### src/rtl/fifo_pointer_controller.sv
// fifo_pointer_controller
// Read/write pointer controller for a single-clock FIFO built around an
// external RAM. Each pointer is {lap, index}. The index runs 0..DEPTH-1 and
// the lap bit toggles on every wrap, so any DEPTH >= 2 is supported.
// full, empty and level are registered. They are computed from the next
// pointer values, so they change on the edge after an accept. Misuse shows up
// as one-cycle error pulses in the cycle after the offending request.
//
// Optional feature macro: FIFO_POINTER_CONTROLLER_ALMOST_FLAGS_EN
//   defined   -> adds registered almost_full / almost_empty outputs
//   undefined -> those ports do not exist; the threshold parameters are unused
module fifo_pointer_controller #(
  parameter int DEPTH              = 4,
  parameter int ALMOST_FULL_LEVEL  = 3,
  parameter int ALMOST_EMPTY_LEVEL = 1,
  localparam int AW = (DEPTH > 1) ? $clog2(DEPTH) : 1,
  localparam int LW = $clog2(DEPTH + 1)
) (
  input  logic          clock,
  input  logic          reset,
  input  logic          flush,
  input  logic          write_request,
  output logic          write_ready,
  output logic          write_enable,
  output logic [AW-1:0] write_address,
  input  logic          read_request,
  output logic          read_ready,
  output logic          read_enable,
  output logic [AW-1:0] read_address,
  output logic          full,
  output logic          empty,
  output logic [LW-1:0] level,
`ifdef FIFO_POINTER_CONTROLLER_ALMOST_FLAGS_EN
  output logic          almost_full,
  output logic          almost_empty,
`endif
  output logic          write_error,
  output logic          read_error
);

  // Elaboration-time parameter sanity checks
  if (DEPTH < 2) begin : g_depth_check
    $error("fifo_pointer_controller: DEPTH must be at least 2");
  end

`ifdef FIFO_POINTER_CONTROLLER_ALMOST_FLAGS_EN
  if ((ALMOST_FULL_LEVEL < 1) || (ALMOST_FULL_LEVEL > DEPTH) ||
      (ALMOST_EMPTY_LEVEL < 0) || (ALMOST_EMPTY_LEVEL > DEPTH - 1)) begin : g_threshold_check
    $error("fifo_pointer_controller: almost-flag thresholds out of range");
  end
`else
  // Thresholds have no effect in this build; only reject values that are never meaningful
  if ((ALMOST_FULL_LEVEL < 0) || (ALMOST_EMPTY_LEVEL < 0)) begin : g_threshold_check
    $error("fifo_pointer_controller: negative almost-flag threshold");
  end
`endif

  localparam logic [AW-1:0] LAST_INDEX = AW'(DEPTH - 1);
  localparam logic [LW-1:0] DEPTH_LW   = LW'(DEPTH);

  // Pointer state, each split into index and lap bit
  logic [AW-1:0] wr_index_q, wr_index_d;
  logic          wr_lap_q,   wr_lap_d;
  logic [AW-1:0] rd_index_q, rd_index_d;
  logic          rd_lap_q,   rd_lap_d;

  // Registered status derived from the next pointer pair
  logic          full_q,  full_d;
  logic          empty_q, empty_d;
  logic [LW-1:0] level_q, level_d;

  // Registered misuse pulses
  logic          write_error_q, write_error_d;
  logic          read_error_q,  read_error_d;

`ifdef FIFO_POINTER_CONTROLLER_ALMOST_FLAGS_EN
  logic          almost_full_q,  almost_full_d;
  logic          almost_empty_q, almost_empty_d;
`endif

  // Accept strobes; flush and reset mask every transfer
  logic          write_accept_s;
  logic          read_accept_s;

  // Next {lap, index}: step the index, wrapping at DEPTH-1 and toggling the lap
  function automatic logic [AW:0] advance_ptr(input logic lap, input logic [AW-1:0] index);
    logic [AW:0] nxt;
    if (index == LAST_INDEX) begin
      nxt = {~lap, {AW{1'b0}}};
    end else begin
      nxt = {lap, index + AW'(1)};
    end
    return nxt;
  endfunction

  // Occupancy from a pointer pair; differing laps mean the writer is one lap ahead
  function automatic logic [LW-1:0] occupancy(input logic          w_lap,
                                              input logic [AW-1:0] w_index,
                                              input logic          r_lap,
                                              input logic [AW-1:0] r_index);
    logic [LW-1:0] cnt;
    if (w_lap == r_lap) begin
      cnt = LW'(w_index) - LW'(r_index);
    end else begin
      cnt = DEPTH_LW - LW'(r_index) + LW'(w_index);
    end
    return cnt;
  endfunction

  // Handshake: readiness comes from registered flags only, so no through-paths exist
  always_comb begin
    write_accept_s = write_request & ~full_q  & ~flush & ~reset;
    read_accept_s  = read_request  & ~empty_q & ~flush & ~reset;
  end

  // Next-state computation for pointers, status and error pulses
  always_comb begin
    wr_index_d = wr_index_q;
    wr_lap_d   = wr_lap_q;
    rd_index_d = rd_index_q;
    rd_lap_d   = rd_lap_q;

    if (flush) begin
      wr_index_d = {AW{1'b0}};
      wr_lap_d   = 1'b0;
      rd_index_d = {AW{1'b0}};
      rd_lap_d   = 1'b0;
    end else begin
      if (write_accept_s) begin
        {wr_lap_d, wr_index_d} = advance_ptr(wr_lap_q, wr_index_q);
      end else begin
        {wr_lap_d, wr_index_d} = {wr_lap_q, wr_index_q};
      end
      if (read_accept_s) begin
        {rd_lap_d, rd_index_d} = advance_ptr(rd_lap_q, rd_index_q);
      end else begin
        {rd_lap_d, rd_index_d} = {rd_lap_q, rd_index_q};
      end
    end

    full_d  = (wr_index_d == rd_index_d) && (wr_lap_d != rd_lap_d);
    empty_d = (wr_index_d == rd_index_d) && (wr_lap_d == rd_lap_d);
    level_d = occupancy(wr_lap_d, wr_index_d, rd_lap_d, rd_index_d);

    // A request against a blocked side is dropped and flagged next cycle
    write_error_d = write_request & full_q;
    read_error_d  = read_request  & empty_q;
  end

`ifdef FIFO_POINTER_CONTROLLER_ALMOST_FLAGS_EN
  // Almost flags follow the next level so they share its latency
  always_comb begin
    almost_full_d  = (level_d >= LW'(ALMOST_FULL_LEVEL));
    almost_empty_d = (level_d <= LW'(ALMOST_EMPTY_LEVEL));
  end
`endif

  // State registers with synchronous reset to an empty FIFO
  always_ff @(posedge clock) begin
    if (reset) begin
      wr_index_q    <= {AW{1'b0}};
      wr_lap_q      <= 1'b0;
      rd_index_q    <= {AW{1'b0}};
      rd_lap_q      <= 1'b0;
      full_q        <= 1'b0;
      empty_q       <= 1'b1;
      level_q       <= {LW{1'b0}};
      write_error_q <= 1'b0;
      read_error_q  <= 1'b0;
    end else begin
      wr_index_q    <= wr_index_d;
      wr_lap_q      <= wr_lap_d;
      rd_index_q    <= rd_index_d;
      rd_lap_q      <= rd_lap_d;
      full_q        <= full_d;
      empty_q       <= empty_d;
      level_q       <= level_d;
      write_error_q <= write_error_d;
      read_error_q  <= read_error_d;
    end
  end

`ifdef FIFO_POINTER_CONTROLLER_ALMOST_FLAGS_EN
  // Almost-flag registers; an empty FIFO is almost empty and not almost full
  always_ff @(posedge clock) begin
    if (reset) begin
      almost_full_q  <= 1'b0;
      almost_empty_q <= 1'b1;
    end else begin
      almost_full_q  <= almost_full_d;
      almost_empty_q <= almost_empty_d;
    end
  end

  assign almost_full  = almost_full_q;
  assign almost_empty = almost_empty_q;
`endif

  assign write_ready   = ~full_q;
  assign read_ready    = ~empty_q;
  assign write_enable  = write_accept_s;
  assign read_enable   = read_accept_s;
  assign write_address = wr_index_q;
  assign read_address  = rd_index_q;
  assign full          = full_q;
  assign empty         = empty_q;
  assign level         = level_q;
  assign write_error   = write_error_q;
  assign read_error    = read_error_q;

endmodule

### config.mk
export PLATFORM = sky130hd
export DESIGN_NAME = fifo_pointer_controller
export DESIGN_NICKNAME = d
export VERILOG_FILES = /design/src/rtl/fifo_pointer_controller.sv
export SDC_FILE = /design/constraint.sdc
export NUM_CORES = 1
export LEC_CHECK = 0
export ABC_AREA = 1
export BUFFER_PORTS_ARGS = -buffer_cell sky130_fd_sc_hd__clkbuf_2
export CORE_UTILIZATION = 52
export CTS_CLUSTER_SIZE = 12
export DETAILED_ROUTE_END_ITERATION = 16
export PLACE_DENSITY = 0.8
export SLEW_MARGIN = 20
export SYNTH_ARGS = -nofsm -noshare
export SYNTH_HDL_FRONTEND = slang
export SYNTH_SLANG_ARGS = --single-unit
### constraint.sdc
create_clock -name clock -period 3.9 [get_ports clock]
set_input_delay 0.78 -clock clock [delete_from_list [all_inputs] [get_ports clock]]
set_output_delay 0.78 -clock clock [all_outputs]
set_load 0.005 [all_outputs]
==> impl_metrics.json <==
{
  "clock_latency_ns": 0.28,
  "antenna_cells": 0,
  "criticalPathCategory": "primary input to primary output",
  "fin_nets": 120,
  "crit_top_cell": "clkbuf_2",
  "synth_area_um2": 674,
  "grt_pass1_wl_um": 2190,
  "peakVddDrop_mv": 0.241,
  "dp_slack_ns": 1.49,
  "ioPinCount": 20,
  "tns_ns": 0,
  "cp-start-kind": "primary input",
  "cts_resized": 0,
  "routedWlPerCell_um": 10.6,
  "r2r-start": "read_address[0]$_SDFF_PP0_",
  "cts_setup_buffers": 0,
  "numCtsBuffers": 3,
  "path_max_fanout": 12,
  "r2r_cells": 7,
  "finalWorstSetupSlack_ns": 1.66,
  "holdBufCountCts": 0,
  "fill_cells": 90,
  "relSlewSlack": 0.819,
  "first_global_vias": 513,
  "crit_slowest_cell": "clkbuf_2",
  "vias": 602,
  "fmax_mhz": 446,
  "antenna_found_initial": 0,
  "critical_path.cell_chain": "clkbuf_2 > inv_4 > nand2_4 > nor2_4 > clkbuf_2",
  "grt_max_degree": 13,
  "min_from": "empty$_SDFF_PP1_",
  "r2r_slack_ns": 2.05,
  "rsz0062_at_grt": "no",
  "syn_avg_cell_area_um2": 7.75,
  "required_ns": 3.12,
  "dp.cells": 119,
  "synth_cell_types": 20,
  "crit_cells": 5,
  "viasPerCell": 4.89,
  "drv_cap": 0,
  "final_cells": 123,
  "place.gp.congestion": 0.845,
  "drtPass1Iterations": 3,
  "h-tree-depth": 1,
  "drtIter0Drc": 17,
  "clkTransAtPathRegs_ns": 0.08,
  "min_period_ns": 2.24,
  "p_per_area_nw_per_um2": 295,
  "setup.worst_path.end": "write_enable",
  "arrival_ns": 1.46,
  "cpPeakStageDelay_ns": 0.20,
  "status": "completed",
  "finalWirelength_um": 1300,
  "cts-root-buf": "clkbuf_4",
  "whs_path_depth": 2,
  "worst_pin_slew_ns": 0.270,
  "period_share": 0.574,
  "yosysSeqAreaShare": 0.386,
  "cts_buffer_depth": 2,
  "syn2layout_area_growth_pct": 20.0,
  "portBuffers": 19,
  "crit_start": "reset",
  "clock-sinks": 13,
  "antenna_left": 0,
  "drcViolationCount": 0,
  "ys_seq_elements": 13,
  "finalHoldViolCount": 0,
  "core_um2": 1160,
  "cp_top_family": "buffers and inverters",
  "synth.net_count": 97,
  "path_buf_inv": 3,
  "slew_viol_final": 0,
  "fp.dieW_um": 38.0,
  "die_h_um": 38.0,
  "synthCells": 87,
  "p_leak_nw": 0.401,
  "critPathCaptureType": "primary output",
  "hp-class": "flip-flop to flip-flop",
  "grt_overflow": 0,
  "multiInputGateArea_um2": 359,
  "rr_endpoint": "level[1]$_SDFF_PP0_",
  "fin_skew_ns": 0.00241,
  "start_util": 0.583,
  "finalSetupViolations": 0,
  "seq_area_um2": 260,
  "die-area_um2": 1440,
  "cts_tree": "built",
  "track_usage": 0.226,
  "dp_hpwl_um": 1050,
  "ys.warnings.count": 0,
  "postLayoutCoreUtil": 0.700,
  "layout-drive-gt1-share": 0.367,
  "rows": 12
}
where the power goes:
group	total, mW	internal (mW)	switching (mW)	leakage, nW
registers	0.135	0.134	0.000776	0.105
clock network	0.0851	0.0398	0.0453	0.0150
logic	0.0185	0.00656	0.0119	0.281
area by class of cell:
type | count | area share
multi-input combinational | 62 | 0.444
inverter | 11 | 0.0634
sequential | 13 | 0.321
clock buffer | 4 | 0.0325
timing repair buffer | 19 | 0.117
tap | 14 | 0.0216
cell families after synthesis:
| logic type | share of synthesized area |
|---|---|
| flops | 0.386 |
| compound gates | 0.0260 |
| buf+inv | 0.0816 |
| fa+ha+maj | 0.104 |
| simple gates | 0.403 |
worst min path at each step:
stage                                        end  slack, ns
after detailed placement   read_error$_SDFF_PP0_       0.50
after global routing       read_error$_SDFF_PP0_       0.53
after floorplan           write_error$_SDFF_PP0_       0.49
final                      read_error$_SDFF_PP0_       0.51
after CTS                  read_error$_SDFF_PP0_       0.51
after global placement    write_error$_SDFF_PP0_       0.49
cells in the mapped netlist:
| master | instances | area, µm² |
|---|---|---|
| nand2_2 | 8 | 50.1 |
| o211ai_1 | 1 | 7.51 |
| nor2_1 | 15 | 56.3 |
| nand3_1 | 6 | 30.0 |
| dfxtp_1 | 13 | 260 |
| nand2_1 | 17 | 63.8 |
| a21oi_1 | 1 | 5.00 |
| nor4_1 | 1 | 6.26 |
| ha_1 | 4 | 50.1 |
| inv_1 | 6 | 22.5 |
| nor3_1 | 2 | 10.0 |
| clkbuf_1 | 1 | 3.75 |
| fa_1 | 1 | 20.0 |
| nor2_4 | 2 | 22.5 |
| inv_2 | 2 | 7.51 |
| nand3_2 | 1 | 10.0 |
| inv_4 | 2 | 12.5 |
| nand2_4 | 2 | 22.5 |
| inv_6 | 1 | 8.76 |
| o21ai_0 | 1 | 5.00 |
cell usage in the layout (no fill, tap or decap):
cell      netlist  routed
nor2_4          2       2
inv_4           2       2
nand2_1        17      17
o211ai_1        1       1
dfxtp_1        13      13
nor2_1         15      15
inv_1           6       6
ha_1            4       4
fa_1            1       1
nor4_1          1       1
inv_6           1       1
clkbuf_2        0      19
clkbuf_4        0       3
o21ai_0         1       1
nand2_4         2       2
clkbuf_1        1       1
nand2_2         8       8
inv_2           2       2
a21oi_1         1       1
nand3_1         6       6
nand3_2         1       1
nor3_1          2       2
worst reg2reg max path: stages, from the launching register on:
cell and delay (ns):
dfxtp_1 0.34, ha_1 0.23, nor2_1 0.10, nor2_1 0.07, nor3_1 0.26, ha_1 0.24
fa_1 0.43, nor2_1 0.12
sequential cells by signal, summed over array words and instances, names as in the netlist:
| register | cells |
|---|---|
| level | 3 |
| read_address | 2 |
| write_error | 1 |
| write_address | 2 |
| empty | 1 |
| full | 1 |
| wr_lap_q | 1 |
| rd_lap_q | 1 |
| read_error | 1 |
through the flow:
step,power (mW),hold slack [ns],instance area [µm²]
floorplan,0.149,0.494,674
global placement,0.156,0.493,783
detailed placement,0.156,0.498,783
CTS,0.238,0.509,810
global route,0.248,0.526,810
finish,0.238,0.514,810
metal layers:
| layer | up-vias | track usage | share of wire |
|---|---|---|---|
| met5 | - | 0 | 0 |
| met4 | 0 | 0.161 | 0.017 |
| met3 | 4 | 0.0523 | 0.033 |
| met2 | 11 | 0.328 | 0.50 |
| met1 | 273 | 0.293 | 0.45 |
| li1 | 314 | - | - |
No activity file was read; power rests on OpenSTA's default activity.
